[src/rtl/qracc_pkg.sv]
// Shared types and default timing for the QR accelerator SRAM access sequencer.
package qracc_pkg;

    localparam int numRows       = 128;
    localparam int numCols       = 32;
    localparam int sramPchCycles = 1;
    localparam int sramWlCycles  = 2;
    localparam int sramSaCycles  = 1;

    typedef enum logic [2:0] {
        S_IDLE    = 3'd0,
        S_PRE     = 3'd1,
        S_WLON    = 3'd2,
        S_SENSE   = 3'd3,
        S_RECOVER = 3'd4
    } sram_seq_state_t;

    // The phase counter counts down to zero, so a phase of N cycles loads N-1.
    function automatic logic [3:0] phase_load(input int cycles);
        return 4'(cycles - 1);
    endfunction

endpackage

[src/rtl/qracc_sram_sequencer_if.sv]
// Single-word SRAM request/response handshake between the digital side and the sequencer.
interface qracc_sram_sequencer_if #(
    parameter int numRows = qracc_pkg::numRows,
    parameter int numCols = qracc_pkg::numCols
);
    localparam int AddrW = $clog2(numRows);

    logic               rq_wr_i;
    logic               rq_valid_i;
    logic               rq_ready_o;
    logic               rd_valid_o;
    logic [numCols-1:0] rd_data_o;
    logic [numCols-1:0] wr_data_i;
    logic [AddrW-1:0]   addr_i;

    modport master (
        output rq_wr_i, rq_valid_i, wr_data_i, addr_i,
        input  rq_ready_o, rd_valid_o, rd_data_o
    );

    modport slave (
        input  rq_wr_i, rq_valid_i, wr_data_i, addr_i,
        output rq_ready_o, rd_valid_o, rd_data_o
    );

endinterface

[src/rtl/qracc_wl_decoder.sv]
// Row address to one-hot wordline decoder; all-zero when disabled or the row does not exist.
module qracc_wl_decoder #(
    parameter int numRows = qracc_pkg::numRows,
    parameter int AddrW   = $clog2(numRows)
) (
    input  logic [AddrW-1:0]   addr_i,
    input  logic               en_i,
    output logic [numRows-1:0] wl_o
);

    // One-hot decode guarded against addresses past the last row.
    always_comb begin
        wl_o = '0;
        if (en_i && (int'(addr_i) < numRows)) begin
            wl_o[addr_i] = 1'b1;
        end else begin
            wl_o = '0;
        end
    end

endmodule

[src/rtl/qracc_sram_sequencer.sv]
// Sequences single-word SRAM reads/writes into precharge, wordline and sense phases.
// Optional write-verify read-back is enabled by defining QRACC_SRAM_WRITE_VERIFY_EN.
module qracc_sram_sequencer #(
    parameter int numRows    = qracc_pkg::numRows,
    parameter int numCols    = qracc_pkg::numCols,
    parameter int PCH_CYCLES = qracc_pkg::sramPchCycles,
    parameter int WL_CYCLES  = qracc_pkg::sramWlCycles,
    parameter int SA_CYCLES  = qracc_pkg::sramSaCycles
) (
    input  logic                         clk,
    input  logic                         rst,
    qracc_sram_sequencer_if.slave        sram_itf,
    input  logic                         mac_busy_i,
    output logic [numRows-1:0]           WL,
    output logic                         PCH,
    output logic [numCols-1:0]           WR_DATA,
    output logic                         WRITE,
    output logic [numCols-1:0]           CSEL,
    output logic                         SAEN,
    input  logic [numCols-1:0]           SA_OUT
`ifdef QRACC_SRAM_WRITE_VERIFY_EN
    ,
    output logic                         verify_err_o
`endif
);
    import qracc_pkg::sram_seq_state_t;
    import qracc_pkg::S_IDLE;
    import qracc_pkg::S_PRE;
    import qracc_pkg::S_WLON;
    import qracc_pkg::S_SENSE;
    import qracc_pkg::S_RECOVER;
    import qracc_pkg::phase_load;

    localparam int         AddrW   = $clog2(numRows);
    localparam logic [3:0] PchLoad = phase_load(PCH_CYCLES);
    localparam logic [3:0] WlLoad  = phase_load(WL_CYCLES);
    localparam logic [3:0] SaLoad  = phase_load(SA_CYCLES);

    sram_seq_state_t    state_q, state_d;
    logic [3:0]         cnt_q, cnt_d;
    logic               wr_q, wr_d;
    logic               vfy_q, vfy_d;
    logic [AddrW-1:0]   addr_q, addr_d;
    logic [numCols-1:0] data_q, data_d;
    logic [numCols-1:0] rd_data_q, rd_data_d;
    logic               ready_s;
    logic               wl_en_s;
`ifdef QRACC_SRAM_WRITE_VERIFY_EN
    logic               err_q, err_d;
`endif

    assign ready_s = !rst && (state_q == S_IDLE) && !mac_busy_i;

    // State, phase counter and latched request registers.
    always_ff @(posedge clk) begin
        if (rst) begin
            state_q   <= S_IDLE;
            cnt_q     <= 4'd0;
            wr_q      <= 1'b0;
            vfy_q     <= 1'b0;
            addr_q    <= '0;
            data_q    <= '0;
            rd_data_q <= '0;
`ifdef QRACC_SRAM_WRITE_VERIFY_EN
            err_q     <= 1'b0;
`endif
        end else begin
            state_q   <= state_d;
            cnt_q     <= cnt_d;
            wr_q      <= wr_d;
            vfy_q     <= vfy_d;
            addr_q    <= addr_d;
            data_q    <= data_d;
            rd_data_q <= rd_data_d;
`ifdef QRACC_SRAM_WRITE_VERIFY_EN
            err_q     <= err_d;
`endif
        end
    end

    // Next-state logic; every phase exits when its counter reaches zero.
    always_comb begin
        state_d   = state_q;
        cnt_d     = cnt_q;
        wr_d      = wr_q;
        vfy_d     = vfy_q;
        addr_d    = addr_q;
        data_d    = data_q;
        rd_data_d = rd_data_q;
`ifdef QRACC_SRAM_WRITE_VERIFY_EN
        err_d     = err_q;
`endif
        case (state_q)
            S_IDLE: begin
                if (sram_itf.rq_valid_i && ready_s) begin
                    state_d = S_PRE;
                    cnt_d   = PchLoad;
                    wr_d    = sram_itf.rq_wr_i;
                    vfy_d   = 1'b0;
                    addr_d  = sram_itf.addr_i;
                    data_d  = sram_itf.wr_data_i;
                end else begin
                    state_d = S_IDLE;
                end
            end
            S_PRE: begin
                if (cnt_q == 4'd0) begin
                    state_d = S_WLON;
                    cnt_d   = WlLoad;
                end else begin
                    cnt_d = cnt_q - 4'd1;
                end
            end
            S_WLON: begin
                if (cnt_q != 4'd0) begin
                    cnt_d = cnt_q - 4'd1;
                end else if (wr_q && !vfy_q) begin
`ifdef QRACC_SRAM_WRITE_VERIFY_EN
                    // Read the row straight back before releasing the array.
                    state_d = S_PRE;
                    cnt_d   = PchLoad;
                    vfy_d   = 1'b1;
`else
                    state_d = S_RECOVER;
                    cnt_d   = 4'd0;
`endif
                end else begin
                    state_d = S_SENSE;
                    cnt_d   = SaLoad;
                end
            end
            S_SENSE: begin
                if (cnt_q == 4'd0) begin
                    state_d = S_RECOVER;
                    if (vfy_q) begin
`ifdef QRACC_SRAM_WRITE_VERIFY_EN
                        err_d = err_q || (SA_OUT != data_q);
`else
                        rd_data_d = rd_data_q;
`endif
                    end else begin
                        rd_data_d = SA_OUT;
                    end
                end else begin
                    cnt_d = cnt_q - 4'd1;
                end
            end
            S_RECOVER: begin
                state_d = S_IDLE;
                cnt_d   = 4'd0;
            end
            default: begin
                state_d = S_IDLE;
                cnt_d   = 4'd0;
            end
        endcase
    end

    assign wl_en_s = (state_q == S_WLON);
    assign PCH     = (state_q == S_PRE);
    assign SAEN    = (state_q == S_SENSE);
    assign WRITE   = wl_en_s && wr_q && !vfy_q;
    assign WR_DATA = WRITE ? data_q : {numCols{1'b0}};
    assign CSEL    = (wl_en_s || SAEN) ? {numCols{1'b1}} : {numCols{1'b0}};

    assign sram_itf.rq_ready_o = ready_s;
    assign sram_itf.rd_valid_o = (state_q == S_RECOVER) && !wr_q;
    assign sram_itf.rd_data_o  = rd_data_q;
`ifdef QRACC_SRAM_WRITE_VERIFY_EN
    assign verify_err_o = err_q;
`endif

    qracc_wl_decoder #(
        .numRows (numRows),
        .AddrW   (AddrW)
    ) u_wl_decoder (
        .addr_i (addr_q),
        .en_i   (wl_en_s),
        .wl_o   (WL)
    );

endmodule

[src/flat_wrapper.sv]
// flat-port wrapper written by rule: the top's interface ports become plain ports
module qracc_sram_sequencer_flat import qracc_pkg::sram_seq_state_t; import qracc_pkg::S_IDLE; import qracc_pkg::S_PRE; import qracc_pkg::S_WLON; import qracc_pkg::S_SENSE; import qracc_pkg::S_RECOVER; import qracc_pkg::phase_load;
#(
    parameter int numRows    = qracc_pkg::numRows,
    parameter int numCols    = qracc_pkg::numCols,
    parameter int PCH_CYCLES = qracc_pkg::sramPchCycles,
    parameter int WL_CYCLES  = qracc_pkg::sramWlCycles,
    parameter int SA_CYCLES  = qracc_pkg::sramSaCycles
)
  (clk, rst, mac_busy_i, WL, PCH, WR_DATA, WRITE, CSEL, SAEN, SA_OUT, sram_itf_rq_wr_i, sram_itf_rq_valid_i, sram_itf_wr_data_i, sram_itf_addr_i, sram_itf_rq_ready_o, sram_itf_rd_valid_o, sram_itf_rd_data_o);
  qracc_sram_sequencer_if #(.numRows(numRows), .numCols(numCols)) sram_itf_i ();
  input  logic clk;
  input  logic rst;
  input  logic mac_busy_i;
  output logic [numRows-1:0] WL;
  output logic PCH;
  output logic [numCols-1:0] WR_DATA;
  output logic WRITE;
  output logic [numCols-1:0] CSEL;
  output logic SAEN;
  input  logic [numCols-1:0] SA_OUT;
  input wire logic [$bits(sram_itf_i.rq_wr_i)-1:0] sram_itf_rq_wr_i;
  input wire logic [$bits(sram_itf_i.rq_valid_i)-1:0] sram_itf_rq_valid_i;
  input wire logic [$bits(sram_itf_i.wr_data_i)-1:0] sram_itf_wr_data_i;
  input wire logic [$bits(sram_itf_i.addr_i)-1:0] sram_itf_addr_i;
  output wire logic [$bits(sram_itf_i.rq_ready_o)-1:0] sram_itf_rq_ready_o;
  output wire logic [$bits(sram_itf_i.rd_valid_o)-1:0] sram_itf_rd_valid_o;
  output wire logic [$bits(sram_itf_i.rd_data_o)-1:0] sram_itf_rd_data_o;
  assign sram_itf_i.rq_wr_i = sram_itf_rq_wr_i;
  assign sram_itf_i.rq_valid_i = sram_itf_rq_valid_i;
  assign sram_itf_i.wr_data_i = sram_itf_wr_data_i;
  assign sram_itf_i.addr_i = sram_itf_addr_i;
  assign sram_itf_rq_ready_o = sram_itf_i.rq_ready_o;
  assign sram_itf_rd_valid_o = sram_itf_i.rd_valid_o;
  assign sram_itf_rd_data_o = sram_itf_i.rd_data_o;
  qracc_sram_sequencer #(.numRows(numRows), .numCols(numCols), .PCH_CYCLES(PCH_CYCLES), .WL_CYCLES(WL_CYCLES), .SA_CYCLES(SA_CYCLES)) u_core (.clk(clk), .rst(rst), .sram_itf(sram_itf_i), .mac_busy_i(mac_busy_i), .WL(WL), .PCH(PCH), .WR_DATA(WR_DATA), .WRITE(WRITE), .CSEL(CSEL), .SAEN(SAEN), .SA_OUT(SA_OUT));
endmodule
[config.mk]
export PLATFORM = sky130hd
export DESIGN_NAME = qracc_sram_sequencer_flat
export DESIGN_NICKNAME = d
export VERILOG_FILES = /design/src/rtl/qracc_pkg.sv /design/src/rtl/qracc_sram_sequencer_if.sv /design/src/rtl/qracc_wl_decoder.sv /design/src/rtl/qracc_sram_sequencer.sv /design/src/flat_wrapper.sv
export SDC_FILE = /design/constraint.sdc
export NUM_CORES = 1
export LEC_CHECK = 0
export CAP_MARGIN = 5
export CORE_ASPECT_RATIO = 2
export CORE_MARGIN = 2
export CORE_UTILIZATION = 30
export DETAILED_ROUTE_END_ITERATION = 6
export PLACE_DENSITY = 0.69
export RECOVER_POWER = 100
export SKIP_CTS_REPAIR_TIMING = 1
export SYNTH_ARGS = -nofsm -noshare
export SYNTH_HDL_FRONTEND = slang
export SYNTH_HIERARCHICAL = 1
export SYNTH_SLANG_ARGS = --single-unit
export TNS_END_PERCENT = 5
[constraint.sdc]
create_clock -name clk -period 3.5 [get_ports clk]
set_input_delay 0.7 -clock clk [delete_from_list [all_inputs] [get_ports clk]]
set_output_delay 0.7 -clock clk [all_outputs]
set_load 0.03 [all_outputs]
==> results of run 1 <==
-- layout by cell type (no fill, tap or decap), types with 2 or more instances in the layout --
| cell type | Yosys | final |
|---|---|---|
| a32o_1 | 2 | 2 |
| nor3b_1 | 2 | 2 |
| dfxtp_1 | 79 | 79 |
| nand4_1 | 2 | 2 |
| nand4b_1 | 7 | 7 |
| clkbuf_1 | 44 | 105 |
| or2_2 | 2 | 2 |
| a21oi_1 | 75 | 75 |
| dlygate4sd3_1 | 0 | 99 |
| nor3b_4 | 0 | 2 |
| and2_1 | 32 | 32 |
| o21ai_1 | 36 | 2 |
| or4b_2 | 3 | 3 |
| nor2_1 | 133 | 133 |
| clkinvlp_4 | 0 | 2 |
| clkinv_4 | 0 | 3 |
| buf_12 | 0 | 2 |
| inv_1 | 4 | 4 |
| o21ai_0 | 35 | 72 |
| nand2b_1 | 2 | 2 |
| nand4bb_1 | 9 | 9 |
| or4_1 | 3 | 2 |
| nand3_1 | 75 | 75 |
| clkbuf_2 | 0 | 20 |
| clkdlybuf4s50_1 | 0 | 82 |
| nand3b_1 | 2 | 2 |
| buf_4 | 34 | 24 |
| clkbuf_16 | 0 | 9 |
-- stage by stage --
step | hold WS [ns] | util, % | power (µW) | std cells | setup WS (ns)
after floorplan | 0.436 | - | 1300 | 630 | 0.847
after global placement | 0.448 | 48.3 | 1460 | 1052 | 0.587
after detailed placement | 0.454 | 48.3 | 1460 | 1052 | 0.531
after CTS | 0.463 | 50.3 | 2430 | 1068 | 0.165
after global routing | 0.489 | 47.1 | 2470 | 1068 | 0.0215
final | 0.470 | 47.1 | 2360 | 1068 | 0.222
-- power breakdown --
| group | internal, µW | total (µW) | switching, µW |
|---|---|---|---|
| registers | 923 | 938 | 15.0 |
| clock network | 557 | 956 | 399 |
| logic | 180 | 468 | 287 |
-- worst paths after layout --
kind	start	to	slack [ns]	cells past startpoint
worst max-delay path	u_core/state_q[2]	WL[116]	0.22	6
worst max register to register	u_core/state_q[1]	u_core/sram_itf.rd_data_o[31]	0.73	7
worst min-delay path	u_core/data_q[25]	u_core/data_q[25]	0.47	2
worst min register to register	u_core/data_q[25]	u_core/data_q[25]	0.47	2
-- per-layer routing --
layer / vias to the layer above / GRT usage (%) / part of all wire (%)
met3: 17 / 3.83 / 5.8
li1: 2584 / - / -
met5: - / 0 / 0
met4: 0 / 6.25 / 1.6
met2: 211 / 39.0 / 55
met1: 2460 / 23.0 / 38
-- final cells by class --
type	instances	area [µm²]	area share, %
multi-input combinational	441	2320	33.2
clock buffer	10	229	3.27
inverter	4	15.0	0.214
clock inverter	6	71.3	1.02
tap	195	244	3.48
timing repair buffer	333	2550	36.3
sequential	79	1580	22.6
-- logic make-up after synthesis --
kind of cell	count (synthesis)	share of synthesized area, %
buf+inv	110	14.8
simple gates	283	32.2
compound gates	156	18.0
fa+ha+maj	1	0.273
flops	79	34.6
mux	1	0.219
-- sequential cells by signal (all words and copies together) (netlist names) --
name / cells
u_core/addr_q: 7
u_core/cnt_q: 4
u_core/data_q: 32
u_core/sram_itf.rd_data_o: 32
u_core/state_q: 3
u_core/wr_q: 1
-- critical path, cell delays in order (launching register included) --
cell and delay [ns]:
dfxtp_1 0.39, nand2b_1 0.28, nor2_1 0.40, nand4bb_1 0.14
buf_4 0.22, nor2_1 0.12, clkdlybuf4s50_1 0.69
==> metrics, run 1 <==
crit-path max FO=16; row count=63; Worst Path Required=approximately 2.8 ns; fin nets=roughly 950; min-delay worst type=reg2reg; drt initial violations=slightly below 200; Yosys reg bits=between 70 and 80; Max Slew Vio Count=0; Crit. End Element=output port; total gr overflow=0; Area growth syn-to-layout=53.2%; count leader, synth=nor2_1; vias in the first global route=between 4000 and 5000; top post-synthesis cells by area=dfxtp_1 35%, nor2_1 11%, a21oi_1 8.2%; Top FF cell, synth=dfxtp_1; Buffers on Ports=about 300; syn_area_per_cell=slightly above 7 µm²; Post-synth EDFFs=0; DRC Markers=0; Finished Cell Area=7010 µm²; Fillers=1569; Max H-tree Level=3; Post-Route WL=17.9 mm; Die X=91.3 µm; DR vias=5272; TritonCTS clock tree=yes; first-pass GRT wire length=between 20 and 30 mm; Post-Route Setup TNS=0 ns; drt wl/cell=16.8 µm; CTS buffer count=9; clock slew at reported path FFs=around 0.060 ns; Hold Fails Final Rpt=0; placed cell areas=about 7200 µm²; Final ANT Viol Nets=0; synth cell count leaders=133 x nor2_1, 79 x dfxtp_1, 75 x a21oi_1, 75 x nand3_1, 44 x clkbuf_1; Max Cap Viol=0; Die Y=around 180 µm; DPL Wire Length=approximately 13 mm; clock skew=~0.0097 ns; gp weighted congestion=between 0.8 and 0.9; Seq/Total Area, Yosys=approximately 35%; Final setup violation count=0; Final min period=around 3.3 ns; crit path DAT=2.58 ns; Cell Pwr Density=between 300 and 400 nW/µm²; core footprint=~15000 µm²; TritonCTS Sinks=79; Mapped Nets=707; Syn Inst Count=630; crit path kind=reg2out; largest net degree at the start of global routing=slightly below 80; num ports=around 310; drt pass-1 iters=4; Initial Utilization=a little under a third; synthesized area=roughly 4600 µm²; Tot GR Track Use=about 21%; type of origin of the critical path=register; clk_lat worst skew=about 0.34 ns; routed vias/inst=just under 5; Yosys top cell area share=between 30 and 40%; Unique masters post-synth=between 40 and 50; YS warnings=6; cell accounting for the most synthesized area=dfxtp_1; fraction of registers with async set/reset=0%; Worst-Margin Slew=roughly 1.3 ns; CTS Root Cell=clkbuf_16; Leakage Power=approximately 0.0026 µW; Peak supply drop=~0.25 mV; diode count=0; outcome=completed; fin crit share=93.6%; RSZ-0062 raised after global routing=false; die area=about 16000 µm²; initial antenna violation count=0; fmax=305 MHz; relative slew slack=between 10% and 20%; Max Root-Sink Buffers=2; share of layout cells above drive strength 1=under 10%
Note: power is estimated with default switching activity, not from simulation.
==> inputs of run 2 (changes only) <==
--- a/config.mk
+++ b/config.mk
@@ -12,6 +12,7 @@
 export DETAILED_ROUTE_END_ITERATION = 6
 export PLACE_DENSITY = 0.69
 export RECOVER_POWER = 100
+export REMOVE_ABC_BUFFERS = 1
 export SKIP_CTS_REPAIR_TIMING = 1
 export SYNTH_ARGS = -nofsm -noshare
 export SYNTH_HDL_FRONTEND = slang
==> run 2 against run 1 <==
  * The run now ends with max-capacitance violations, max-slew violations left
  * Register-to-register slack worse by 0.36 ns
  * Sequential share of layout area is 0.73 points lower
  * Hold slack worse by 0.0047 ns
  * Non-clock buffer count is 5 lower
==> metrics, run 2 (same netlist as run 1, synthesis figures left out) <==
clk_lat worst skew=between 0.3 and 0.4 ns; Initial Utilization=30.7%; DRC Markers=0; Die Y=roughly 180 µm; Power Total=2400 µW; Global Route met3 Usage=under 10%; total gr overflow=0; CTS Root Cell=clkbuf_16; Setup WS post-layout=between 0.15 and 0.2 ns; Core Util, Final=between 40% and 50%; smallest hold slack=0.465 ns; initial antenna violation count=1; drt pass-1 iters=5; Fillers=~1500; slowest library cell on the worst path=clkdlybuf4s50_1; core footprint=about 15000 µm²; Hold Crit Start=u_core/data_q[26]; fmax=between 200 and 300 MHz; largest net degree at the start of global routing=between 70 and 80; Max H-tree Level=3; Final setup violation count=0; first-pass GRT wire length=roughly 26 mm; TritonCTS clock tree=yes; outcome=finished, violations left; reg2reg start=u_core/cnt_q[0]; Max Slew Vio Count=20; grt peak-use layer=met2; placed cell count=around 1000; Max Cap Viol=1; die area=between 15000 and 20000 µm²; row count=63; crit-path max FO=9; GR Util met1=20.8%; clock slew at reported path FFs=0.07 ns; pre-CTS setup slack=0.435 ns; Critical Path Start=u_core/state_q[2]; TritonCTS Sinks=79; type of origin of the critical path=register; Area growth syn-to-layout=58.4%; CTS buffer count=9; fin crit share=around 95%; met2 usage=37.3%; fin nets=940; num ports=about 300; Final ANT Viol Nets=0; crit path kind=reg2out; Multi-input gate area=2320 µm²; Register Area=1580 µm²; relative slew slack=-53.0%; Finished Layout Cells=about 1100; clock skew=between 0.009 and 0.01 ns; most common cell after layout, fill and taps aside=dlygate4sd3_1; Max Root-Sink Buffers=2; min-delay worst type=reg2reg; crit path DAT=~2.6 ns; routed vias/inst=around 5; gp weighted congestion=0.762; Hold Fails Final Rpt=0; most frequent cells in the layout=149 x dlygate4sd3_1, 132 x nor2_1, 79 x dfxtp_1; Post-Route WL=~18 mm; Cell Chain, Critical Path=nand2b_1 -> nor2_2 -> or4b_1 -> nor2_1 -> clkdlybuf4s50_1; share of layout cells above drive strength 1=just under 9%; RSZ-0062 raised after global routing=false; max incr delay on CP=around 0.69 ns; Buffers on Ports=around 300; Crit. End Element=output port; Worst-Margin Slew=between 2 and 2.5 ns; Leakage Power=roughly 0.0029 µW; Die X=91.3 µm; Tot GR Track Use=20.2%; failing checks=max-capacitance violations, max-slew violations; drt initial violations=between 200 and 300; Worst Path Required=2.80 ns; DPL Wire Length=between 10 and 15 mm; Cell Pwr Density=332 nW/µm²; Final min period=between 3 and 4 ns; Peak supply drop=0.299 mV; vias in the first global route=roughly 4800; diode count=0; DR vias=~5300; drt wl/cell=approximately 17 µm
run 2: cell type report:
type | instances | area share, %
Timing Repair Buffer | 328 | 38.1
Multi-Input combinational cell | 441 | 32.0
Sequential cell | 79 | 21.8
Tap cell | 195 | 3.37
Clock buffer | 9 | 3.11
Clock inverter | 7 | 1.35
Inverter | 4 | 0.207
run 2: critical path: cells and delay by family, from the launching register on:
| kind | cells | cell delay, ns |
|---|---|---|
| buffers and inverters | 1 | 0.69 |
| flip-flops | 1 | 0.39 |
| AND/OR/NAND/NOR | 4 | 1.22 |
run 2: metrics by stage:
stage | TNS (ns) | area, µm²
after CTS | 0 | 7540
after global routing | 0 | 7250
after floorplan | -105.98 | 3910
after detailed placement | 0 | 7210
after global placement | 0 | 7210
final | 0 | 7250
run 2: path summary, 6_finish.rpt:
kind	to	slack [ns]	cells past startpoint
setup / recovery	WL[32]	0.16	5
hold reg to reg	u_core/data_q[26]	0.46	2
setup reg to reg	u_core/sram_itf.rd_data_o[5]	0.37	6
hold / removal	u_core/data_q[26]	0.46	2
run 2: power breakdown:
part / total, µW / switching, µW / internal [µW]
Clock: 1000 / 422 / 579
Combinational: 461 / 283 / 178
Sequential: 942 / 19.2 / 923
Total: 2400 / 725 / 1680
run 2: per-layer routing:
| metal | share of wire, % | vias to the layer above |
|---|---|---|
| li1 | - | 2574 |
| met1 | 36 | 2436 |
| met2 | 52 | 248 |
| met3 | 8.5 | 34 |
| met4 | 3.1 | 0 |
| met5 | 0 | - |
